`src/rtl/mem_read_arbiter.sv`:
```
// mem_read_arbiter
//
// Shares one in-order memory read port between the instruction-fetch
// requester (I) and the data-load requester (D). Every accepted read is
// recorded in a small route FIFO (owner + drop flag), so each in-order
// memory response can be steered back to the side that issued it. A fetch
// flush marks all queued I entries as dropped, which makes their responses
// disappear silently when they return.
//
// Optional build macro:
//   ARB_ROUND_ROBIN_EN - when both sides request, alternate grants using a
//                        one-bit last-grant register (D goes first after reset).
//                        Left undefined, D always has priority over I.
//
// Ports:
//   clk, rst_n          clock, synchronous active-low reset
//   i_addr/i_avalid     fetch request;  i_aready = fetch request accepted
//   i_valid/i_data      fetch response
//   i_flush             drop all in-flight and current-cycle fetch traffic
//   d_addr/d_avalid     load request;   d_aready = load request accepted
//   d_valid/d_data      load response
//   m_addr/m_avalid     memory request; m_aready = memory accepts
//   m_valid/m_data      memory response (returned in request order)
//   err                 sticky: response seen with no outstanding request

module mem_read_arbiter #(
  parameter int ADDR_BITS       = 32,
  parameter int DATA_BITS       = 32,
  parameter int MAX_OUTSTANDING = 4
) (
  input  logic                 clk,
  input  logic                 rst_n,
  input  logic [ADDR_BITS-1:0] i_addr,
  input  logic                 i_avalid,
  output logic                 i_aready,
  output logic                 i_valid,
  output logic [DATA_BITS-1:0] i_data,
  input  logic                 i_flush,
  input  logic [ADDR_BITS-1:0] d_addr,
  input  logic                 d_avalid,
  output logic                 d_aready,
  output logic                 d_valid,
  output logic [DATA_BITS-1:0] d_data,
  output logic [ADDR_BITS-1:0] m_addr,
  output logic                 m_avalid,
  input  logic                 m_aready,
  input  logic                 m_valid,
  input  logic [DATA_BITS-1:0] m_data,
  output logic                 err
);

  localparam int PTR_W = (MAX_OUTSTANDING > 1) ? $clog2(MAX_OUTSTANDING) : 1;
  localparam int CNT_W = PTR_W + 1;
  localparam logic [CNT_W-1:0] FULL_CNT = CNT_W'(MAX_OUTSTANDING);

  logic [CNT_W-1:0]           count;
  logic [PTR_W-1:0]           wr_ptr;
  logic [PTR_W-1:0]           rd_ptr;
  logic [MAX_OUTSTANDING-1:0] own_d;
  logic [MAX_OUTSTANDING-1:0] drop;
  logic                       err_q;

  logic i_elig;
  logic d_elig;
  logic full;
  logic grant_i;
  logic grant_d;
  logic accept;
  logic pop;
  logic head_own_d;
  logic head_drop;

  // Depth is a power of two, so natural pointer overflow gives the wrap.
  function automatic logic [PTR_W-1:0] ptr_inc(input logic [PTR_W-1:0] p);
    return p + PTR_W'(1);
  endfunction

  // A flushed fetch request is not eligible in the flush cycle itself.
  assign i_elig = i_avalid & ~i_flush;
  assign d_elig = d_avalid;

  // Full is judged on the registered count only: a pop in the same cycle
  // does not open a slot until the next cycle.
  assign full = (count == FULL_CNT);

`ifdef ARB_ROUND_ROBIN_EN
  // last_d = 1 means D won the most recent accepted grant. Reset value 0
  // lets D win the first contended cycle.
  logic last_d;

  always_comb begin
    grant_d = d_elig & (~i_elig | ~last_d);
    grant_i = i_elig & (~d_elig |  last_d);
  end

  always_ff @(posedge clk) begin
    if (!rst_n) begin
      last_d <= 1'b0;
    end else if (accept) begin
      last_d <= grant_d;
    end
  end
`else
  assign grant_d = d_elig;
  assign grant_i = i_elig & ~d_elig;
`endif

  assign head_own_d = own_d[rd_ptr];
  assign head_drop  = drop[rd_ptr];

  // Request and response paths are purely combinational; everything is
  // gated by rst_n so the block is silent while held in reset.
  always_comb begin
    m_avalid = rst_n & (i_elig | d_elig) & ~full;
    m_addr   = grant_i ? i_addr : d_addr;
    accept   = m_avalid & m_aready;
    i_aready = accept & grant_i;
    d_aready = accept & grant_d;
    pop      = rst_n & m_valid & (count != '0);
    d_valid  = pop & head_own_d;
    // An I response is suppressed if its entry was flushed earlier or a
    // flush is arriving in this very cycle.
    i_valid  = pop & ~head_own_d & ~head_drop & ~i_flush;
    i_data   = m_data;
    d_data   = m_data;
    err      = err_q;
  end

  // The owner bit is only read for occupied slots, so it needs no reset.
  always_ff @(posedge clk) begin
    if (accept) begin
      own_d[wr_ptr] <= grant_d;
    end
  end

  always_ff @(posedge clk) begin
    if (!rst_n) begin
      count  <= '0;
      wr_ptr <= '0;
      rd_ptr <= '0;
      drop   <= '0;
      err_q  <= 1'b0;
    end else begin
      // Flush marks every I slot; stale slots marked here are harmless
      // because a push always rewrites the drop bit. No I push can happen
      // in a flush cycle, so the two writes never target the same entry.
      if (i_flush) begin
        drop <= drop | ~own_d;
      end
      if (accept) begin
        drop[wr_ptr] <= 1'b0;
        wr_ptr       <= ptr_inc(wr_ptr);
      end
      if (pop) begin
        rd_ptr <= ptr_inc(rd_ptr);
      end
      case ({accept, pop})
        2'b10:   count <= count + CNT_W'(1);
        2'b01:   count <= count - CNT_W'(1);
        default: count <= count;
      endcase
      if (m_valid && (count == '0)) begin
        err_q <= 1'b1;
      end
    end
  end

endmodule

```
`config.mk`:
```
export PLATFORM = sky130hd
export DESIGN_NAME = mem_read_arbiter
export DESIGN_NICKNAME = d
export VERILOG_FILES = /design/src/rtl/mem_read_arbiter.sv
export SDC_FILE = /design/constraint.sdc
export NUM_CORES = 1
export LEC_CHECK = 0
export ABC_AREA = 1
export ABC_CLOCK_PERIOD_IN_PS = 2000
export BUFFER_PORTS_ARGS = -buffer_cell sky130_fd_sc_hd__buf_2
export CAP_MARGIN = 20
export CELL_PAD_IN_SITES_DETAIL_PLACEMENT = 0
export CELL_PAD_IN_SITES_GLOBAL_PLACEMENT = 2
export CORE_MARGIN = 3
export CORE_UTILIZATION = 16
export DETAILED_ROUTE_END_ITERATION = 8
export PLACE_DENSITY_LB_ADDON = 0.25
export SLEW_MARGIN = 10
export SYNTH_ARGS = -nofsm -noshare
export SYNTH_HDL_FRONTEND = slang
export SYNTH_SLANG_ARGS = --single-unit
```
`constraint.sdc`:
```
create_clock -name clk -period 2 [get_ports clk]
set_input_delay 0.3 -clock clk [delete_from_list [all_inputs] [get_ports clk]]
set_output_delay 0.3 -clock clk [all_outputs]
set_load 0.1 [all_outputs]
```
After elaboration in Yosys (flattened, before gate mapping)
Index checks and enable logic that the tools add are counted.

word-level totals
  register bits after elaboration = 16
  input port bits = 103
  output and inout port bits = 102
  logic and storage cells = 56

cells by class
  magnitude comparators = 3
  reduce and logical (&&, ||, !) cells = 5
  bitwise logic cells = 23
  equal/unequal tests = 3
  add/subtract/negate cells = 4
  mux-type cells = 12

operators with widths
  cell                                                                   count
  32-bit two-way mux                                                     1
  1-bit bitwise AND                                                      13
  4-bit two-way mux                                                      3
  4-bit inverter                                                         2
  2-bit by 3-bit < comparator with 1-bit output, second input constant   2
  3-bit case mux with 2 select lines                                     1
  1-bit inverter                                                         5
  2-bit by 1-bit adder with 2-bit output, second input constant          2
  4-bit bitwise AND                                                      1
  1-bit binary-select mux with 2-bit select                              2
  4-bit bitwise mux                                                      1
  4-bit bitwise OR                                                       1
  3-bit by 1-bit adder with 3-bit output, second input constant          1
  3-bit equality test, second input constant                             1
  3-bit zero test                                                        1
  1-bit two-way mux                                                      3
  3-bit nonzero test                                                     1
  3-bit by 1-bit subtractor with 3-bit output, second input constant     1
  1-bit demux with 2-bit select                                          1
  2-bit by 1-bit equality test with 1-bit output, second input constant  1
  2-bit equality test, second input constant                             1
  2-bit by 1-bit >= comparator with 1-bit output, second input constant  1
  1-bit logical AND                                                      2
  2-bit nonzero test                                                     1
  1-bit bitwise OR                                                       1

Longest topological paths before layout
  depth in word-level cells = 8
  gate-level depth with buffers = 14
  mapped depth without buffers = 14

Worst setup path before layout
No wires, ideal clock.

  path type = in2out
  start = input port i_flush
  end = output port d_aready
  data arrival time = 2488 ps
  path buffers = 0
  path slack = -788 ps
  required time = 1700 ps
  stages on the path = 7
  cell sequence = inv_2 -> nand2_1 -> nand2_1 -> nand3_2 -> inv_2 -> nand2_4 -> nor2_1

on the way
  longest elaborated chain between the ends = 7

RTL lines
  element                          RTL line  text
  from (decl)                      38        input logic i_flush,
  1-bit inverter                   79        assign i_elig = i_avalid & ~i_flush;
  1-bit bitwise AND                79
  1-bit bitwise OR                 114       m_avalid = rst_n & (i_elig | d_elig) & ~full;
  1-bit bitwise AND (2 in series)  114
  named net m_avalid               45        output logic m_avalid,
  1-bit bitwise AND                116       accept = m_avalid & m_aready;
  1-bit bitwise AND                118       d_aready = accept & grant_d;
  to (decl)                        41        output logic d_aready,

The timed path passes the listed nets, and every way through them passes these cells.

Worst setup path after layout
  start = register count[1]
  end = register count[2]

on the way
  longest elaborated chain between the ends = 6
  elaborated cells on any way between the ends = 12
  those cells by class = add/sub (2); eq/ne (3); mux (1); bitwise (4); reduce/logical (2)

RTL lines
  element                                                                                RTL line  text
  from (decl)                                                                            56        logic [CNT_W-1:0] count;
  from (signal assigned)                                                                 158       2'b10: count <= count + CNT_W'(1);
  from (signal assigned)                                                                 159       2'b01: count <= count - CNT_W'(1);
  from (signal assigned)                                                                 160       default: count <= count;
  3-bit equality test                                                                    84        assign full = (count == FULL_CNT);
  1-bit inverter                                                                         114
  1-bit bitwise AND                                                                      114
  1-bit bitwise AND                                                                      116
  2-bit by 1-bit equality test with 1-bit output or 2-bit equality test (tied branches)  157       case ({accept, pop})
  3-bit case mux with 2 select lines or 2-bit nonzero test (tied branches)               --

Parallel ways exist; a longest one is shown, timed or not.
A chain may end at the register's enable or synchronous reset.

==> results_tabular.tex <==
\begin{tabular}{lr}
\hline
Metric & Value \\
\hline
\multicolumn{2}{l}{\textbf{Synthesis}} \\
Number of library cell types mapped by synthesis & 23 \\
Net count after synthesis & approximately 330 \\
Post-synthesis cell area & 0.00189 sq mm \\
Synth Area per Inst & about 8.8 sq um \\
Gate Count Post-Synth & 216 \\
Cell types with the largest area share after synthesis & sky130\_fd\_sc\_hd\_\_buf\_4, sky130\_fd\_sc\_hd\_\_mux2\_4, sky130\_fd\_sc\_hd\_\_dfxtp\_1, sky130\_fd\_sc\_hd\_\_edfxtp\_1, sky130\_fd\_sc\_hd\_\_inv\_1 \\
Share of the synthesized area in the top cell type & 0.254 \\
Yosys warnings & 0 \\
Cell taking the most area after synthesis & sky130\_fd\_sc\_hd\_\_buf\_4 \\
Synthesis-stage register bit count & 16 \\
Share of the yosys chip area belonging to registers & 0.190 \\
\multicolumn{2}{l}{\textbf{Drt}} \\
Routed via count divided by cell count & $\sim$3.4 \\
Routed wire length & approximately 5 mm \\
Initial drt markers & 35 \\
Post-detailed-route count of antenna-violating nets & 0 \\
Average wire per cell in the routed design & 12.1 um \\
Total number of vias & $\sim$1.4k \\
DRC & 0 \\
Pre-Repair DR Iteration Count & 2 \\
\multicolumn{2}{l}{\textbf{Clock network}} \\
TritonCTS clock tree & done \\
Worst-case clock buffer depth & 2 \\
CTS H-tree lvls & 1 \\
Skew-Pair Late Insertion Delay & around 0.24 ns \\
Clk pin slew, worst setup/hold paths & 0.05 ns \\
Cts hold-fix bufs & 0 \\
Number of clock buffers inserted by TritonCTS & 3 \\
Sinks on the clock net & 16 \\
Root buffer cell & sky130\_fd\_sc\_hd\_\_clkbuf\_16 \\
\multicolumn{2}{l}{\textbf{Cells and area}} \\
Total area of sequential cells & 363 sq um \\
Net total in the final layout & roughly 380 \\
Signed area change from the synthesized netlist to the final layout & 49.9\% \\
Filler Cell Count & between 1k and 1.5k \\
Ant diodes & 0 \\
Area of the multi-input gates & about 950 sq um \\
Share of post-route cells with drive strength above 1 & 0.632 \\
Util after Layout & 0.247 \\
\multicolumn{2}{l}{\textbf{Run status}} \\
Run status & finished clean \\
\multicolumn{2}{l}{\textbf{STA}} \\
Final min period & about 1.8 ns \\
Final hold violation count & 0 \\
Worst clock skew on the final layout & between 0.002 and 0.0025 ns \\
Period Utilization, post-route & 0.917 \\
Final count of pins violating max slew & 0 \\
Maximum frequency from static timing analysis & 545 MHz \\
Final setup violation count & 0 \\
Setup repair after global routing missed its margin & yes \\
Worst Max-Slew Pin Slew & 0.490 ns \\
Sum of negative setup slack & 0 ns \\
Relative slew slack & 0.676 \\
Least setup slack across all paths after layout & roughly 0.17 ns \\
\multicolumn{2}{l}{\textbf{GRT}} \\
Total global routing track utilization & 0.0713 \\
Antenna violations before repair & 0 \\
Wire length of the first global-routing pass & about 7.5 mm \\
Global-route congestion overflow total & 0 \\
Pin count of the biggest net entering global routing & 19 \\
Number of global-route vias before repair & 1503 \\
\multicolumn{2}{l}{\textbf{Pwr}} \\
Net switching power & 0.715 mW \\
Lkg Pwr & 1.39 nW \\
Power density of the placed cells & 596 mW/mm\^{}2 \\
Part of the power in the clock network & 0.230 \\
Switching power as a share of total power & 0.423 \\
Comb power frac & 0.551 \\
Portion of total power attributed to sequential cells & 0.219 \\
Worst VDD drop & about 0.00023 V \\
Cell internal pwr & 0.977 mW \\
\multicolumn{2}{l}{\textbf{Worst setup path}} \\
Critical Path Fanout Max & 4 \\
List of cells traversed by the critical path & nor2\_4 > nand2\_1 > nand3\_2 > inv\_4 > nand2\_8 > ha\_1 > inv\_1 > fa\_1 > nand2\_1 > nand3\_1 > o21ai\_1 > a21oi\_1 \\
Sort of element at the end of the critical path & register \\
Worst EP required & 2.13 ns \\
CP most frequent cell & sky130\_fd\_sc\_hd\_\_nand2\_1 \\
Critical-path cell with the highest stage delay & sky130\_fd\_sc\_hd\_\_fa\_1 \\
Arrival time reported for the critical path endpoint & 1.96 ns \\
Startpoint type of the worst setup path & register \\
Slowest stage delay, CP & around 0.38 ns \\
Crit Path Class & register to register \\
\multicolumn{2}{l}{\textbf{Die}} \\
Number of rows in the core area & 39 \\
Top-level port count & roughly 210 \\
Die area & approximately 0.013 sq mm \\
Vertical die dimension & roughly 110 um \\
Floorplan die width & $\sim$110 um \\
Initial cell density of the core & 0.164 \\
Area inside the core boundary & between 0.01 and 0.015 sq mm \\
\multicolumn{2}{l}{\textbf{Hold path}} \\
Class of the tightest hold or removal check & primary input to register \\
\multicolumn{2}{l}{\textbf{Placed design}} \\
DP Wirelength & 4.46 mm \\
IO Port Bufs & between 100 and 150 \\
Worst Setup Slack post-DPL & about 0.084 ns \\
Final weighted congestion in routability-driven placement & 0.694 \\
\multicolumn{2}{l}{\textbf{Flow run}} \\
Max-cap violations & 0 \\
\hline
\end{tabular}
-- layout make-up --
type,count,area share
Sequential cell,16,0.128
Clock inverter,1,0.00132
Tap cell,143,0.0630
Inverter,22,0.0300
Timing Repair Buffer,118,0.416
Clock buffer,3,0.0264
Multi-Input combinational cell,109,0.335
-- registers in the layout, summed over array words and instances (netlist names) --
name    cells
drop        4
own_d       4
count       3
rd_ptr      2
wr_ptr      2
err         1
-- metrics by stage --
step,hold slack [ns],instance area [sq um],std cells,power [mW]
4_1_cts,0.290,2840,412,1.72
2_1_floorplan,0.399,1920,216,1.57
3_3_place_gp,0.476,2760,408,1.32
3_5_place_dp,0.476,2760,408,1.32
5_1_grt,0.295,2840,412,1.77
6_report,0.293,2840,412,1.69
-- cell usage after synthesis --
cell type                  instances
sky130_fd_sc_hd__nor2_1           16
sky130_fd_sc_hd__a21oi_2           1
sky130_fd_sc_hd__mux2_4           29
sky130_fd_sc_hd__inv_2             2
sky130_fd_sc_hd__edfxtp_1          4
sky130_fd_sc_hd__mux2_2            3
sky130_fd_sc_hd__a21oi_1           8
sky130_fd_sc_hd__ha_1              5
sky130_fd_sc_hd__nand2_1          19
sky130_fd_sc_hd__dfxtp_1          12
sky130_fd_sc_hd__inv_1            20
sky130_fd_sc_hd__nand3_2           1
sky130_fd_sc_hd__buf_4            64
sky130_fd_sc_hd__nand3_1           5
sky130_fd_sc_hd__o21ai_0          11
sky130_fd_sc_hd__nand2_4           1
sky130_fd_sc_hd__buf_6             3
sky130_fd_sc_hd__fa_1              1
sky130_fd_sc_hd__nand4_1           2
sky130_fd_sc_hd__nor2_4            5
sky130_fd_sc_hd__buf_2             2
sky130_fd_sc_hd__o211ai_1          1
sky130_fd_sc_hd__nand3_4           1
-- metal layers --
| metal | wire (um) | share of wire | GRT usage | vias to the layer above |
|---|---|---|---|---|
| met3 | 425 | 0.085 | 0.0268 | 4 |
| li1 | - | - | - | 739 |
| met2 | 2720 | 0.55 | 0.124 | 54 |
| met4 | 46 | 0.0092 | 0.0266 | 0 |
| met1 | 1790 | 0.36 | 0.0794 | 613 |
| met5 | 0 | 0 | 0 | - |
-- cells in the final DEF, fill, tap and decap left out, types with 7 or more instances in the layout --
cell	n
sky130_fd_sc_hd__mux2_4	29
sky130_fd_sc_hd__a21oi_1	7
sky130_fd_sc_hd__buf_12	38
sky130_fd_sc_hd__o21ai_0	10
sky130_fd_sc_hd__inv_1	20
sky130_fd_sc_hd__nor2_1	13
sky130_fd_sc_hd__buf_2	72
sky130_fd_sc_hd__nand2_1	19
sky130_fd_sc_hd__buf_4	8
sky130_fd_sc_hd__dfxtp_1	10
-- kinds of logic after synthesis --
| logic type | Yosys count | synth area share |
|---|---|---|
| buf+inv | 91 | 0.320 |
| simple gates | 50 | 0.139 |
| mux | 32 | 0.248 |
| compound gates | 21 | 0.0588 |
| flops | 16 | 0.190 |
| fa+ha+maj | 6 | 0.0436 |
-- power by group through the flow --
stage / sequential (mW) / combinational [mW] / clock, mW
detailed placement: 0.377 / 0.943 / 0
global placement: 0.377 / 0.943 / 0
CTS: 0.371 / 0.944 / 0.405
floorplan: 0.395 / 1.17 / 0
global route: 0.374 / 0.975 / 0.417
finish: 0.371 / 0.932 / 0.389
-- timing repair --
item,CTS,global route
buffers inserted,0,0
setup endpoints to repair,0,2
gates resized for setup,0,3
-- worst max-delay path: cells and delay by family (launching register included) --
family	cells	cell delay, ns
compound gates	2	0.17
flops	1	0.33
fa+ha+maj	2	0.54
simple gates	6	0.55
buf+inv	2	0.12
-- path summary, 6_finish.rpt --
path                            cells after the start                    end                  start  slack (ns)
worst max register to register                     12  count[2]$_SDFFE_PN0P_  count[1]$_SDFFE_PN0P_        0.17
worst min register to register                      2       err$_SDFFE_PN0P_       err$_SDFFE_PN0P_        0.47
worst max-delay path                               12  count[2]$_SDFFE_PN0P_  count[1]$_SDFFE_PN0P_        0.17
worst min-delay path                                1     own_d[0]$_DFFE_PP_               d_avalid        0.29
No activity file was read; power rests on OpenSTA's default activity.
